==> src/rtl/gpio_pkg.sv <==
// Shared types and defaults for the button-to-LED scheduler: per-channel LED state encoding,
// default timing constants, and the next-state / LED-drive decode used by every channel.
package gpio_pkg;

    localparam int DEBOUNCE_CYCLES_DEF = 50000;
    localparam int BLINK_DIV_DEF       = 12500000;

    typedef enum logic [1:0] {
        ST_OFF   = 2'd0,
        ST_ON    = 2'd1,
        ST_BLINK = 2'd2
    } led_state_t;

    // The unused encoding 2'd3 falls into default and recovers to OFF.
    function automatic led_state_t next_state(input led_state_t cur, input logic press);
        led_state_t nxt;
        nxt = ST_OFF;
        case (cur)
            ST_OFF:   nxt = press ? ST_ON    : ST_OFF;
            ST_ON:    nxt = press ? ST_BLINK : ST_ON;
            ST_BLINK: nxt = press ? ST_OFF   : ST_BLINK;
            default:  nxt = ST_OFF;
        endcase
        return nxt;
    endfunction

    function automatic logic led_drive(input led_state_t cur, input logic phase);
        logic val;
        val = 1'b0;
        case (cur)
            ST_ON:    val = 1'b1;
            ST_BLINK: val = phase;
            default:  val = 1'b0;
        endcase
        return val;
    endfunction

endpackage

==> src/rtl/gpio_debounce.sv <==
// Per-button 2-flop synchronizer, counter debounce and rising-edge press pulse.
// Latency: press fires DEBOUNCE_CYCLES+2 edges after the first edge sampling a new level; no backpressure.
module gpio_debounce
    import gpio_pkg::*;
#(
    parameter int DEBOUNCE_CYCLES = DEBOUNCE_CYCLES_DEF
) (
    input  logic clk,
    input  logic rst_n,
    input  logic btn,
    output logic press
);

    localparam int             CNT_W    = $clog2(DEBOUNCE_CYCLES);
    localparam logic [CNT_W-1:0] CNT_LAST = CNT_W'(DEBOUNCE_CYCLES - 1);

    logic [1:0]       sync;
    logic             stable;
    logic [CNT_W-1:0] cnt;

    always_ff @(posedge clk or negedge rst_n) begin
        if (!rst_n) begin
            sync   <= 2'b00;
            stable <= 1'b0;
            cnt    <= '0;
            press  <= 1'b0;
        end else begin
            sync  <= {sync[0], btn};
            press <= 1'b0;
            if (sync[1] == stable) begin
                cnt <= '0;
            end else if (cnt == CNT_LAST) begin
                // Counter reaches DEBOUNCE_CYCLES on this edge: accept the level.
                stable <= sync[1];
                cnt    <= '0;
                press  <= sync[1];
            end else begin
                cnt <= cnt + CNT_W'(1);
            end
        end
    end

endmodule

==> src/rtl/gpio_led_scheduler.sv <==
// Three debounced buttons each cycle their LED through OFF -> ON -> BLINK (shared free-running phase).
// Latency: DEBOUNCE_CYCLES+4 edges from first sampled press level to LED; no backpressure.
module gpio_led_scheduler
    import gpio_pkg::*;
#(
    parameter int DEBOUNCE_CYCLES = DEBOUNCE_CYCLES_DEF,
    parameter int BLINK_DIV       = BLINK_DIV_DEF
) (
    input  logic clk,
    input  logic rst_n,
    input  logic input_b1,
    input  logic input_b2,
    input  logic input_b3,
    output logic output_led1,
    output logic output_led2,
    output logic output_led3,
    output logic blink_phase
);

    localparam int               DIV_W    = $clog2(BLINK_DIV);
    localparam logic [DIV_W-1:0] DIV_LAST = DIV_W'(BLINK_DIV - 1);

    logic [2:0]       btn;
    logic [2:0]       press;
    logic [2:0]       led;
    logic [DIV_W-1:0] div_cnt;

    assign btn = {input_b3, input_b2, input_b1};

    // The divider is never restarted by a channel entering BLINK; all LEDs share one phase.
    always_ff @(posedge clk or negedge rst_n) begin
        if (!rst_n) begin
            div_cnt     <= '0;
            blink_phase <= 1'b0;
        end else if (div_cnt == DIV_LAST) begin
            div_cnt     <= '0;
            blink_phase <= ~blink_phase;
        end else begin
            div_cnt <= div_cnt + DIV_W'(1);
        end
    end

    for (genvar i = 0; i < 3; i++) begin : g_ch
        led_state_t state;
        logic       led_q;

        gpio_debounce #(
            .DEBOUNCE_CYCLES(DEBOUNCE_CYCLES)
        ) u_debounce (
            .clk   (clk),
            .rst_n (rst_n),
            .btn   (btn[i]),
            .press (press[i])
        );

        always_ff @(posedge clk or negedge rst_n) begin
            if (!rst_n) begin
                state <= ST_OFF;
                led_q <= 1'b0;
            end else begin
                state <= next_state(state, press[i]);
                led_q <= led_drive(state, blink_phase);
            end
        end

        assign led[i] = led_q;
    end

    assign output_led1 = led[0];
    assign output_led2 = led[1];
    assign output_led3 = led[2];

endmodule

==> config.mk <==
export PLATFORM = sky130hd
export DESIGN_NAME = gpio_led_scheduler
export DESIGN_NICKNAME = d
export VERILOG_FILES = /design/src/rtl/gpio_pkg.sv /design/src/rtl/gpio_debounce.sv /design/src/rtl/gpio_led_scheduler.sv
export SDC_FILE = /design/constraint.sdc
export NUM_CORES = 1
export LEC_CHECK = 0
export BUFFER_PORTS_ARGS = -buffer_cell sky130_fd_sc_hd__buf_2
export CAP_MARGIN = 0
export CORE_MARGIN = 3
export CORE_UTILIZATION = 55
export CTS_CLUSTER_SIZE = 8
export DETAILED_ROUTE_END_ITERATION = 7
export PLACE_DENSITY = 0.75
export SLEW_MARGIN = 40
export SYNTH_ARGS = -nofsm -noshare
export SYNTH_HDL_FRONTEND = slang
export SYNTH_HIERARCHICAL = 1
export SYNTH_SLANG_ARGS = --single-unit
==> constraint.sdc <==
create_clock -name clk -period 1.9 [get_ports clk]
set_clock_uncertainty 0.1 [all_clocks]
set_input_delay 0.285 -clock clk [delete_from_list [all_inputs] [get_ports clk]]
set_output_delay 0.285 -clock clk [all_outputs]
set_load 0.01 [all_outputs]
==> results.yml, run 1 <==
clocking:
  clk-insertion-delay-late_ps: 350
  cts_tree: "built"
  numCtsBuffers: 9
  clkTransAtPathRegs_ps: 90
  clk_path_buf_depth: 2
  clock-root-buffer: "clkbuf_8"
  h-tree-depth: 3
  clock_sinks: 94
finish:
  mostFrequentLayoutCells: "94 x dfrtp_1, 67 x nor2_1, 39 x xnor2_1, 26 x nand4_1, 24 x nand3_1"
  multi_input_area_um2: 2240
  regArea_um2: 2350
  fin_util_pct: 62.2
  areaGrowthSynthToFinish_pct: 9.15
  n_antenna_cell: 0
  fin_nets: 485
  drive_gt1_share_pct: 16.2
  fin_cells: 574
  nFillCells: 680
  final_common_cell: "dfrtp_1"
power_and_ir_drop:
  p_int_uw: 2540
  netSwitchingFraction_pct: 23.5
  p_clk_share_pct: 35.2
  ir_worst_vdd_mv: 0.395
  powerDensity_nw_per_um2: 642
  p_sw_uw: 781
  p_seq_share_pct: 61.5
  p_leak_uw: 0.00214
  p_comb_share_pct: 3.3
die:
  dieArea_um2: 9760
  rows: 33
  initial_utilization_pct: 57.0
  num_io_pins: 9
  die_w_um: 98.8
  fp.dieH_um: 98.8
  core_um2: 8300
worst_setup_path:
  reg2reg_depth: 5
  path_cells: "ha_2 -> and4_4 -> nand2_2 -> or4_4 -> a21oi_2"
  cp_max_fo: 6
  crit_family: "simple AND/OR/NAND/NOR gates"
  max_stage_delay_ps: 500
  end_kind: "flip-flop"
  worst_ep_arrival_time_ps: 1990
  crit_type: "flip-flop to flip-flop"
  required_ps: 2090
  start_kind: "flip-flop"
  cp.depth: 5
  crit_path_top_delay_cell: "or4_4"
  critPathBufInv: 0
global_routing:
  grt-busiest-layer: "met2"
  grt_max_degree: 59
  antenna_found_initial: 0
  grtUsageMet1_pct: 25.2
  grt_pass1_vias: 3292
  grt-ovfl-total: 0
  met3_usage_pct: 4.39
  grt_pass1_wl_um: 15300
  met2_usage_pct: 30.8
  grt_usage_pct: 19.0
timing:
  fin_ws_ps: 101
  rsz0062_at_grt: "no"
  drv_slew: 0
  slew-limit-headroom_pct: 71.9
  holdWs_ps: 254
  setup_viol: 0
  final.period_utilization_pct: 94.7
  fmax_mhz: 556
  final_hold_viol_count: 0
  tightest_slew_ps: 415
  post-route-min-period_ps: 1800
  setup_tns_ps: 0
detailed_routing:
  vias: 3278
  wire_per_inst_um: 14.8
  drt_iter0_drc: 179
  ant_nets: 0
  viasPerCell: 5.71
  drt-total-wl_um: 8520
  drc: 0
  drt_first_pass_iters: 4
placed_design:
  placed_cells: 553
  dp_hpwl_um: 6160
  gp_congestion: 0.896
  place_ws_ps: 30.4
  port_buffers: 8
logic_synthesis:
  netlist_instances: 440
  synth-seq-cells: 94
  synth_area_per_cell_um2: 10.8
  synth-warning-count: 6
  synth_fp_nets: 461
  yosysSeqAreaShare_pct: 49.7
  syn-cell-area_um2: 4730
  synth_cell_types: 42
flow_run:
  maxCapViolCount: 0
worst_hold_path:
  hold_class: "flip-flop to flip-flop"
  whs_path_depth: 0
run_status:
  outcome: "completed"
-- area by class of cell --
class | count | area share [%]
Inverter | 14 | 1.02
Clock buffer | 9 | 2.40
Clock inverter | 7 | 0.945
Sequential cell | 94 | 45.5
Timing Repair Buffer | 27 | 4.26
Tap cell | 105 | 2.54
Multi-Input combinational cell | 318 | 43.3
-- through the flow --
step / power, µW / cell area, µm²
floorplan: 2110 / 4730
global placement: 2180 / 4930
detailed placement: 2190 / 4930
CTS: 3360 / 5140
global route: 3470 / 5170
finish: 3320 / 5170
-- Yosys cell counts (all sizes together) --
cell type	count	share of area, %
a21oi	9	1.1
and2	1	0.13
and3	9	1.4
and4	6	1.2
and4bb	3	0.79
buf	14	2.3
dfrtp	94	50
ha	16	4.2
inv	14	1.1
mux2	4	0.95
mux2i	8	1.7
nand2	18	1.5
nand3	26	3.1
nand4	27	3.9
nor2	67	5.3
nor2b	4	0.53
nor3	9	1.1
nor3b	3	0.79
nor4	20	3.0
nor4b	5	0.93
nor4bb	3	0.63
o21ai	3	0.32
o22a	1	0.19
o31ai	5	0.79
or3	5	0.66
or4	4	0.79
or4b	3	0.87
xnor2	39	7.2
xor2	20	3.7
-- timing repair --
item / in CTS / in global routing
gates resized for setup: 0 / 5
buffers inserted: 0 / 1
endpoints found under the hold margin: 97 / 0
setup endpoints to repair: 0 / 4
hold buffers: 4 / 0
-- routing by layer --
layer  up-vias  part of all wire, %
li1       1597                    -
met1      1592                   47
met2        74                   48
met3        15                  3.5
met4         0                  1.6
met5         -                    0
-- registers in the layout, indices dropped and copies added, names as in the netlist, 3 cells and up --
name                    flops
div_cnt                    24
g_ch.state                  6
g_ch.u_debounce/cnt        48
g_ch.u_debounce/press       3
g_ch.u_debounce/stable      3
g_ch.u_debounce/sync        6
-- path summary, 6_finish.rpt --
path	slack, ps	startpoint	endpoint
worst min register to register	250	g_ch[1].u_debounce/sync[0]	g_ch[1].u_debounce/sync[1]
worst max-delay path	100	div_cnt[0]	div_cnt[18]
max in group asynchronous	1070	rst_n	g_ch[1].u_debounce/cnt[6]
worst max register to register	100	div_cnt[0]	div_cnt[18]
min in group asynchronous	330	rst_n	g_ch[2].state[1]
worst min-delay path	250	g_ch[1].u_debounce/sync[0]	g_ch[1].u_debounce/sync[1]
-- power groups by stage --
stage | logic, µW | registers [µW] | clock network, µW
floorplan | 37.0 | 2080 | 0
global placement | 105 | 2080 | 0
detailed placement | 106 | 2080 | 0
CTS | 113 | 2040 | 1210
global route | 127 | 2050 | 1290
finish | 109 | 2040 | 1170
-- cell families after synthesis --
family	Yosys count	synth area share [%]
buf+inv	28	3.41
compound gates	18	2.41
xor+xnor	59	10.9
flops	94	49.7
mux	12	2.64
fa+ha+maj	16	4.23
simple gates	213	26.7
Note: power is estimated with default switching activity, not from simulation.
==> run 2, diff against run 1 <==
--- a/config.mk
+++ b/config.mk
@@ -11,2 +11,3 @@
 export CORE_UTILIZATION = 55
+export CTS_BUF_LIST = sky130_fd_sc_hd__clkbuf_2 sky130_fd_sc_hd__clkbuf_4 sky130_fd_sc_hd__clkbuf_8
 export CTS_CLUSTER_SIZE = 8
==> constraint.sdc (replaced) <==
create_clock -name clk -period 1.9 [get_ports clk]
set_clock_uncertainty 0.1 [all_clocks]
set_input_delay 0.19 -clock clk [delete_from_list [all_inputs] [get_ports clk]]
set_output_delay 0.19 -clock clk [all_outputs]
set_load 0.01 [all_outputs]
==> run 2 against run 1 <==
Sequential share of layout area is 0.30 points lower. Wire length is 0.16% lower. Flip-flop and latch count did not move. Clock-buffer cell count increased by 5. Hold slack worse by 22 ps. Clock power increased by 20%. Critical path depth did not move. Critical path type unchanged.
==> results.yml, run 2 (same netlist as run 1, synthesis figures left out) <==
placed_design:
  place_ws_ps: 66.2
  port_buffers: 8
  gp_congestion: 0.863
  dp_hpwl_um: 6060
  dpl_cell_area_um2: 4910
timing:
  final_hold_viol_count: 0
  drv_slew: 0
  tightest_slew_ps: 487
  post-route-min-period_ps: 1830
  fin_ws_ps: 70.4
  slew-limit-headroom_pct: 67.5
  setup_viol: 0
  fmax_mhz: 547
  setup_tns_ps: 0
  holdWs_ps: 232
  final.period_utilization_pct: 96.3
detailed_routing:
  viasPerCell: 5.73
  vias: 3282
  drc: 0
  wire_per_inst_um: 14.8
  drt_iter0_drc: 165
  drt-total-wl_um: 8510
  ant_nets: 0
  drt_first_pass_iters: 4
global_routing:
  grt_pass1_wl_um: 15200
  grt-ovfl-total: 0
  grt_usage_pct: 18.9
  grt_pass1_vias: 3356
  grt_max_degree: 44
  antenna_found_initial: 0
finish:
  design_area_um2: 5200
  drive_gt1_share_pct: 15.8
  regArea_um2: 2350
  n_antenna_cell: 0
  multi_input_area_um2: 2240
  top_regs: "g_ch.u_debounce/cnt: 48 flops, div_cnt: 24 flops"
  fin_nets: 484
  nFillCells: 660
  areaGrowthSynthToFinish_pct: 9.86
  top_register: "g_ch.u_debounce/cnt"
  mostFrequentLayoutCells: "94 x dfrtp_1, 67 x nor2_1, 39 x xnor2_1, 26 x nand4_1, 24 x nand3_1"
  largest_reg_flops: 48
  final_common_cell: "dfrtp_1"
worst_setup_path:
  path_cells: "ha_2 -> and4_2 -> nand2_2 -> or4_4 -> a21oi_2"
  timing.reg2reg.setup_slack_ps: 70
  cp_max_fo: 6
  crit_path_top_delay_cell: "or4_4"
  required_ps: 2090
  reg2reg_depth: 5
  end_kind: "flip-flop"
  max_stage_delay_ps: 500
  worst_ep_arrival_time_ps: 2020
  crit_type: "flip-flop to flip-flop"
  start_kind: "flip-flop"
clocking:
  clock-root-buffer: "clkbuf_8"
  cts_tree: "built"
  numCtsBuffers: 9
  clk-insertion-delay-late_ps: 350
  clk_path_buf_depth: 2
  h-tree-depth: 3
  clock_sinks: 94
  clkTransAtPathRegs_ps: 80
die:
  num_io_pins: 9
  core_um2: 8300
  die_w_um: 98.8
  rows: 33
  dieArea_um2: 9760
  initial_utilization_pct: 57.0
  fp.dieH_um: 98.8
power_and_ir_drop:
  p_leak_uw: 0.00218
  powerDensity_nw_per_um2: 682
  ir_worst_vdd_mv: 0.403
worst_hold_path:
  hold_class: "primary input to async pin"
flow_run:
  maxCapViolCount: 0
run_status:
  outcome: "completed"
## run 2: cell types whose count changed in the layout (fill, tap and decap cells not counted), sizes merged
cell,delta
clkbuf,+5
clkinvlp,-3
clkinv,-2
buf,-1
bufinv,+1
inv,-1
## run 2: routing by layer
metal  vias to the layer above  track usage [%]  routed length (µm)
met3                        13             4.03                 187
met2                        33             31.6                4310
met5                         -                0                   0
li1                       1605                -                   -
met1                      1631             24.6                3880
met4                         0             6.30                 130
## run 2: final timing paths
path,start,endpoint
setup reg to reg,div_cnt[0],div_cnt[18]
setup / recovery,div_cnt[0],div_cnt[18]
hold / removal,rst_n,output_led1
max in group asynchronous,rst_n,g_ch[0].u_debounce/cnt[0]
hold reg to reg,g_ch[0].u_debounce/sync[0],g_ch[0].u_debounce/sync[1]
min in group clk,g_ch[0].u_debounce/sync[0],g_ch[0].u_debounce/sync[1]
## run 2: stage by stage
| stage | std cells | utilization [%] | total power (µW) |
|---|---|---|---|
| 3_5_place_dp | 552 | 59.1 | 2180 |
| 6_report | 573 | 62.7 | 3550 |
| 3_3_place_gp | 552 | 59.1 | 2180 |
| 2_1_floorplan | 440 | - | 2110 |
| 5_1_grt | 573 | 62.7 | 3700 |
| 4_1_cts | 572 | 62.3 | 3610 |
## run 2: area by class of cell
type,count,area share [%]
Multi-Input combinational cell,318,43.0
Tap cell,105,2.53
Sequential cell,94,45.2
Inverter,14,1.01
Timing Repair Buffer,26,3.92
Clock inverter,2,0.722
Clock buffer,14,3.59
## run 2: report_power, final
group | internal, µW | total (µW) | leakage (µW) | switching, µW
combinational | 37.7 | 105 | 0.000791 | 67.4
sequential | 2020 | 2040 | 0.00128 | 20.5
clock | 767 | 1400 | 0.000112 | 633
total | 2830 | 3550 | 0.00218 | 720
## run 2: worst max-delay path, delay by kind of cell (launching register included)
family / cells / cell delay, ps
AO/OA/AOI/OAI: 1 / 140
adder cells (fa/ha/maj): 1 / 230
flip-flops: 1 / 400
AND/OR/NAND/NOR: 3 / 900
## run 2: timing repair
item	CTS	global route
endpoints found under the setup margin	0	11
hold buffers	4	0
gates resized for setup	0	5
setup buffers	0	1
endpoints found under the hold margin	40	0
